## config.mk

```make
export PLATFORM = sky130hd
export DESIGN_NAME = load_store_unit_flat
export DESIGN_NICKNAME = d
export VERILOG_FILES = /design/src/rtl/load_store_unit_if.sv /design/src/rtl/load_store_unit.sv /design/src/flat_wrapper.sv
export SDC_FILE = /design/constraint.sdc
export NUM_CORES = 1
export LEC_CHECK = 0
export BUFFER_PORTS_ARGS = -buffer_cell sky130_fd_sc_hd__buf_2
export CORE_MARGIN = 1.5
export CORE_UTILIZATION = 50
export DETAILED_ROUTE_END_ITERATION = 10
export PLACE_DENSITY = 0.87
export RECOVER_POWER = 25
export SLEW_MARGIN = 10
export SYNTH_ARGS = -nofsm -noshare
export SYNTH_HDL_FRONTEND = slang
export SYNTH_SLANG_ARGS = --single-unit
```

## constraint.sdc

```tcl
create_clock -name clk -period 7 [get_ports clk]
set_input_delay 0.35 -clock clk [delete_from_list [all_inputs] [get_ports clk]]
set_output_delay 0.35 -clock clk [all_outputs]
set_load 0.02 [all_outputs]
```

## src/rtl/load_store_unit_if.sv

```systemverilog
// Load/store unit bus bundle.
// Core side: req/resp handshakes. Memory side: addr/rw/wdata/counter/rdata.
interface load_store_unit_if;
    logic        req_valid;
    logic        req_ready;
    logic        req_store;
    logic [2:0]  req_funct3;
    logic [63:0] req_base;
    logic [63:0] req_offset;
    logic [63:0] req_wdata;
    logic        resp_valid;
    logic        resp_ready;
    logic [63:0] resp_rdata;
    logic        resp_fault;
    logic [63:0] mem_addr;
    logic        mem_rw;
    logic [63:0] mem_wdata;
    logic [2:0]  mem_counter;
    logic [63:0] mem_rdata;

    modport slave (
        input  req_valid, req_store, req_funct3,
        input  req_base, req_offset, req_wdata,
        input  resp_ready, mem_rdata,
        output req_ready, resp_valid,
        output resp_rdata, resp_fault,
        output mem_addr, mem_rw,
        output mem_wdata, mem_counter
    );

    modport master (
        output req_valid, req_store, req_funct3,
        output req_base, req_offset, req_wdata,
        output resp_ready, mem_rdata,
        input  req_ready, resp_valid,
        input  resp_rdata, resp_fault,
        input  mem_addr, mem_rw,
        input  mem_wdata, mem_counter
    );
endinterface

```

## src/rtl/load_store_unit.sv

```systemverilog
// RV64 load/store unit: one request at a time, RMW for sub-dword stores.
// Ports: clk, rst_n (async, active-low), bus (load_store_unit_if.slave).
module load_store_unit #(
    parameter int MEM_WORDS   = 32,
    parameter int WRITE_PHASE = 3
) (
    input logic         clk,
    input logic         rst_n,
    load_store_unit_if.slave bus
);
    typedef enum logic [2:0] {
        IDLE, READ, WAIT, WRITE, RESP
    } state_t;

    localparam logic [63:0] MEM_BYTES = 64'(MEM_WORDS) * 64'd8;
    localparam logic [2:0]  PHASE     = 3'(WRITE_PHASE);

    state_t      state_q, state_d;
    logic        store_q;
    logic [2:0]  f3_q;
    logic [63:0] ea_q;
    logic [63:0] wdata_q;
    logic [63:0] rdata_q;
    logic        fault_q;

    logic [63:0] ea;
    logic        misalign;
    logic        fault;

    assign ea = bus.req_base + bus.req_offset;

    always_comb begin
        misalign = 1'b0;
        unique case (bus.req_funct3[1:0])
            2'b00:   misalign = 1'b0;
            2'b01:   misalign = ea[0];
            2'b10:   misalign = |ea[1:0];
            default: misalign = |ea[2:0];
        endcase
    end

    assign fault = (bus.req_funct3 == 3'b111)
                 | (bus.req_store & bus.req_funct3[2])
                 | misalign
                 | (ea >= MEM_BYTES);

    logic [2:0]  lane;
    logic [63:0] shifted;
    logic [63:0] ld_val;
    logic [7:0]  size_mask;
    logic [7:0]  byte_en;
    logic [63:0] lane_data;
    logic [63:0] merged;

    assign lane      = ea_q[2:0];
    assign shifted   = bus.mem_rdata >> {lane, 3'b000};
    assign lane_data = wdata_q << {lane, 3'b000};

    always_comb begin
        ld_val = '0;
        unique case (f3_q)
            3'b000:  ld_val = {{56{shifted[7]}}, shifted[7:0]};
            3'b001:  ld_val = {{48{shifted[15]}}, shifted[15:0]};
            3'b010:  ld_val = {{32{shifted[31]}}, shifted[31:0]};
            3'b011:  ld_val = shifted;
            3'b100:  ld_val = {56'd0, shifted[7:0]};
            3'b101:  ld_val = {48'd0, shifted[15:0]};
            3'b110:  ld_val = {32'd0, shifted[31:0]};
            default: ld_val = '0;
        endcase
    end

    always_comb begin
        size_mask = 8'h00;
        unique case (f3_q[1:0])
            2'b00:   size_mask = 8'h01;
            2'b01:   size_mask = 8'h03;
            2'b10:   size_mask = 8'h0f;
            default: size_mask = 8'hff;
        endcase
        byte_en = size_mask << lane;
        merged  = bus.mem_rdata;
        for (int i = 0; i < 8; i++) begin
            if (byte_en[i]) merged[i*8 +: 8] = lane_data[i*8 +: 8];
        end
    end

    always_ff @(posedge clk or negedge rst_n) begin
        if (!rst_n) state_q <= IDLE;
        else        state_q <= state_d;
    end

    always_comb begin
        state_d         = state_q;
        bus.req_ready   = 1'b0;
        bus.resp_valid  = 1'b0;
        bus.resp_rdata  = '0;
        bus.resp_fault  = 1'b0;
        bus.mem_addr    = '0;
        bus.mem_rw      = 1'b0;
        bus.mem_wdata   = '0;
        bus.mem_counter = 3'd0;
        case (state_q)
            IDLE: begin
                // rst_n gate keeps ready low while reset is held.
                bus.req_ready = rst_n;
                if (bus.req_valid) begin
                    if (fault)
                        state_d = RESP;
                    else if (bus.req_store && bus.req_funct3 == 3'b011)
                        state_d = WRITE;
                    else
                        state_d = READ;
                end
            end
            READ: begin
                bus.mem_addr = ea_q;
                state_d      = WAIT;
            end
            WAIT: begin
                bus.mem_addr = ea_q;
                state_d      = store_q ? WRITE : RESP;
            end
            WRITE: begin
                bus.mem_addr    = ea_q;
                bus.mem_rw      = 1'b1;
                bus.mem_wdata   = wdata_q;
                bus.mem_counter = PHASE;
                state_d         = RESP;
            end
            RESP: begin
                bus.resp_valid = 1'b1;
                bus.resp_rdata = rdata_q;
                bus.resp_fault = fault_q;
                if (bus.resp_ready) state_d = IDLE;
            end
            default: state_d = IDLE;
        endcase
    end

    // wdata_q holds raw store data for SD and the merged dword after WAIT.
    always_ff @(posedge clk or negedge rst_n) begin
        if (!rst_n) begin
            store_q <= 1'b0;
            f3_q    <= 3'd0;
            ea_q    <= '0;
            wdata_q <= '0;
            rdata_q <= '0;
            fault_q <= 1'b0;
        end else begin
            case (state_q)
                IDLE: begin
                    if (bus.req_valid) begin
                        store_q <= bus.req_store;
                        f3_q    <= bus.req_funct3;
                        ea_q    <= ea;
                        wdata_q <= bus.req_wdata;
                        rdata_q <= '0;
                        fault_q <= fault;
                    end
                end
                WAIT: begin
                    if (store_q) wdata_q <= merged;
                    else         rdata_q <= ld_val;
                end
                default: ;
            endcase
        end
    end
endmodule

```

## src/flat_wrapper.sv

```systemverilog
// flat-port wrapper written by rule: the top's interface ports become plain ports
module load_store_unit_flat 
#(
    parameter int MEM_WORDS   = 32,
    parameter int WRITE_PHASE = 3
)
  (clk, rst_n, bus_req_valid, bus_req_store, bus_req_funct3, bus_req_base, bus_req_offset, bus_req_wdata, bus_resp_ready, bus_mem_rdata, bus_req_ready, bus_resp_valid, bus_resp_rdata, bus_resp_fault, bus_mem_addr, bus_mem_rw, bus_mem_wdata, bus_mem_counter);
  load_store_unit_if bus_i ();
  input logic clk;
  input logic rst_n;
  input wire logic [$bits(bus_i.req_valid)-1:0] bus_req_valid;
  input wire logic [$bits(bus_i.req_store)-1:0] bus_req_store;
  input wire logic [$bits(bus_i.req_funct3)-1:0] bus_req_funct3;
  input wire logic [$bits(bus_i.req_base)-1:0] bus_req_base;
  input wire logic [$bits(bus_i.req_offset)-1:0] bus_req_offset;
  input wire logic [$bits(bus_i.req_wdata)-1:0] bus_req_wdata;
  input wire logic [$bits(bus_i.resp_ready)-1:0] bus_resp_ready;
  input wire logic [$bits(bus_i.mem_rdata)-1:0] bus_mem_rdata;
  output wire logic [$bits(bus_i.req_ready)-1:0] bus_req_ready;
  output wire logic [$bits(bus_i.resp_valid)-1:0] bus_resp_valid;
  output wire logic [$bits(bus_i.resp_rdata)-1:0] bus_resp_rdata;
  output wire logic [$bits(bus_i.resp_fault)-1:0] bus_resp_fault;
  output wire logic [$bits(bus_i.mem_addr)-1:0] bus_mem_addr;
  output wire logic [$bits(bus_i.mem_rw)-1:0] bus_mem_rw;
  output wire logic [$bits(bus_i.mem_wdata)-1:0] bus_mem_wdata;
  output wire logic [$bits(bus_i.mem_counter)-1:0] bus_mem_counter;
  assign bus_i.req_valid = bus_req_valid;
  assign bus_i.req_store = bus_req_store;
  assign bus_i.req_funct3 = bus_req_funct3;
  assign bus_i.req_base = bus_req_base;
  assign bus_i.req_offset = bus_req_offset;
  assign bus_i.req_wdata = bus_req_wdata;
  assign bus_i.resp_ready = bus_resp_ready;
  assign bus_i.mem_rdata = bus_mem_rdata;
  assign bus_req_ready = bus_i.req_ready;
  assign bus_resp_valid = bus_i.resp_valid;
  assign bus_resp_rdata = bus_i.resp_rdata;
  assign bus_resp_fault = bus_i.resp_fault;
  assign bus_mem_addr = bus_i.mem_addr;
  assign bus_mem_rw = bus_i.mem_rw;
  assign bus_mem_wdata = bus_i.mem_wdata;
  assign bus_mem_counter = bus_i.mem_counter;
  load_store_unit #(.MEM_WORDS(MEM_WORDS), .WRITE_PHASE(WRITE_PHASE)) u_core (.clk(clk), .rst_n(rst_n), .bus(bus_i));
endmodule
```

==> impl_metrics.csv <==
group,metric,value,unit
sta,slew_headroom,-111,%
floorplanning,initial_core_util,50.8,%
yosys,synth_edf_count,0,
place,post-dp-hpwl,56.2,mm
critical_path,crit_path_max_fanout,75,
clock_network,root_buffer,"clkbuf_16",
flow_run,cap_viol_max_count,3,
critical_path,crit_path_start_kind,"input pin",
yosys,syn_nets,2557,
clock_network,cts.clk_slew.worst_paths,0.09,ns
grt,grt_pass1_wl,109,mm
hold_path,hold_class,"in2reg",
critical_path,cp_data_arrival_time,4.87,ns
yosys,syn_area_per_cell,7.87,um^2
grt,grt_usage,39.5,%
yosys,async_reset_ff_share,100,%
clock_network,cts_max_level,4,
critical_path,cpMaxStageDelayCell,"clkbuf_1",
sta,finalClockSkew,0.0159,ns
pwr,p_per_area,238,nW/um^2
critical_path,rr_worst_depth,8,
yosys,syn_inst,2229,
critical_path,crit_type,"in2async",
sta,min_period,4.92,ns
grt,grt_max_degree,108,
place,gp_congestion,1.04,
yosys,synth.most_common_cell,"nand2_1",
floorplanning,rows,68,
yosys,ys_top_cells_by_count,"nand2_1, o21ai_0, a21oi_1, dfrtp_1, nor2_1",
pwr,p_total,4.91,mW
critical_path,cp_top_family,"buffers and inverters",
floorplanning,core_region_area,34500,um^2
yosys,synth_flop_cell,"dfrtp_1",
yosys,ys_seq_area_share,28.5,%
critical_path,rrSetupSlack,2.20,ns
critical_path,r2r-end,"u_core.rdata_q[49]",
sta,slew_violations,206,
yosys,synth.distinct_cells,82,
critical_path,setup.worst_path.end,"u_core.ea_q[1]",
sta,report.final.setup_viol,0,
yosys,yosysTopAreaCell,"dfrtp_1",
floorplanning,fp.dieArea,36200,um^2
route,avgRoutedWirePerCell,24.3,um
pwr,peakVddDrop,0.189,mV
yosys,ys_top_cells_by_area,"dfrtp_1, o21ai_0, nand2_1",
place,port_buffers,461,
route,first_pass_iters,8,
yosys,yosysTopAreaCellShare,28.5,%
final_layout,drive_above_1_share,24.6,%
clock_network,clock_path_buffers,2,
sta,hold_ws,0.125,ns
critical_path,r2r-start,"u_core.ea_q[1]",
clock_network,cts_sinks,200,
yosys,synth_area,17500,um^2
hold_path,min_path_cells,3,
route,drc,0,
critical_path,cp.buffers_inverters,3,
clock_network,cts_tree,"built",
route,wirelength,73.7,mm
place,pre_cts_slack,2.40,ns
route,avgViaCountPerCell,6.53,
sta,worst_slew_pin_slew,3.16,ns
critical_path,cpPeakStageDelay,2.22,ns
yosys,synth_seq_cells,200,
clock_network,insertion_delay,0.47,ns
status,violations,"max-capacitance violations, max-slew violations",
floorplanning,die_x,190,um
floorplanning,pin_count,463,
critical_path,critPathLaunch,"rst_n",
critical_path,cp_data_required_time,6.95,ns
clock_network,post_cts.repair.setup_buffers,0,
critical_path,cp.depth,3,
grt,antenna_found_initial,3,
sta,max_freq,203,MHz
grt,overflow,0,
route,ant_nets,0,
status,status,"finished, violations left",
sta,fin_crit_sh,70.4,%
grt,grt_pass1_vias,18200,
floorplanning,die_h,190,um
sta,timing.final.ws_setup,2.08,ns
critical_path,path_cells,"dlygate4sd3_1 -> clkbuf_1 -> clkbuf_2",
final_layout,syn_to_final_growth,17.6,%
pwr,leakage,10.2,nW
route,vias,19800,
final_layout,layout.nets,2886,
sta,rsz0062_at_grt,"false",
clock_network,cts_buffers,17,
sta,hold_viol,0,
final_layout,nFillCells,3191,
sta,setup-tns-final,0,ns
final_layout,fin_util,59.7,%
route,drt_iter0_markers,2423,
yosys,yosysWarnings,0,
critical_path,cp-end-kind,"asynchronous set/reset pin",
-- how the worst min path moves through the flow --
stage	startpoint	end
6_report	bus_req_wdata[7]	u_core.wdata_q[7]
5_1_grt	bus_req_wdata[0]	u_core.wdata_q[0]
4_1_cts	bus_req_wdata[7]	u_core.wdata_q[7]
3_5_place_dp	rst_n	u_core.rdata_q[6]
3_3_place_gp	rst_n	u_core.rdata_q[6]
2_1_floorplan	rst_n	u_core.ea_q[0]
-- area by class of cell --
type / instances / area, um^2 / area share (%)
clock inverters: 15 / 175 / 0.849
repair buffers: 488 / 2530 / 12.3
multi-input cells: 1826 / 11800 / 57.3
flip-flops and latches: 200 / 5010 / 24.3
well taps: 455 / 569 / 2.76
diodes: 4 / 10.0 / 0.0485
inverters: 25 / 93.8 / 0.455
clock buffers: 17 / 425 / 2.06
-- timing repair --
item	in CTS	in global routing
resized for setup	0	0
endpoints found under the setup margin	0	0
hold buffers	1	0
hold endpoints to repair	52	0
-- placed cells by master (no fill, tap or decap), drive strengths merged, types with 21 or more instances in the layout --
cell type,n
a211oi,31
a21oi,213
a22o,54
a31oi,32
and2,67
and3,137
buf,484
dfrtp,200
ha,63
inv,33
mux2,59
mux2i,87
mux4,21
nand2,290
nand4,30
nor2,164
o211ai,31
o21ai,263
xnor2,32
xor2,23
-- registers in the layout, indices dropped and copies added (netlist names) --
register / cells
u_core.state_q: 3
u_core.ea_q: 64
u_core.wdata_q: 64
u_core.f3_q: 3
u_core.rdata_q: 64
u_core.fault_q: 1
u_core.store_q: 1
-- cell families (layout without fill, tap and decap cells) --
kind of cell,after synthesis,count (layout),synth area share [%]
compound gates,757,757,26.7
fa+ha+maj,64,64,4.61
simple gates,782,782,21.5
xor+xnor,55,55,2.75
flops,200,200,28.5
mux,167,167,11.5
buf+inv,203,545,4.45
other cells,1,5,0.0214
-- tightest hold or removal path: cells and delay by family --
kind,cells,cell delay (ns)
and+or+nand+nor,1,0.05
AOI/OAI and AO/OA,1,0.07
buffers and inverters,1,0.10
-- metrics by stage --
| stage | std cells | instance area, um^2 |
|---|---|---|
| 2_1_floorplan | 2229 | 17500 |
| 3_3_place_gp | 2992 | 20000 |
| 3_5_place_dp | 2992 | 20000 |
| 4_1_cts | 3025 | 20600 |
| 5_1_grt | 3027 | 20600 |
| 6_report | 3030 | 20600 |
-- where the power goes --
group          total (mW)  switching (mW)  internal, mW
sequential           1.69           0.327          1.36
clock                1.05           0.540         0.513
combinational        2.17            1.34         0.830
total                4.91            2.21          2.71
-- layer usage --
metal / up-vias / GRT usage (%) / part of all wire [%]
li1: 8819 / - / -
met1: 9403 / 52.1 / 39
met2: 1328 / 61.3 / 44
met3: 243 / 7.45 / 11
met4: 2 / 21.6 / 5.7
met5: - / 0 / 0.018
Power figures use the tool's default switching activity.
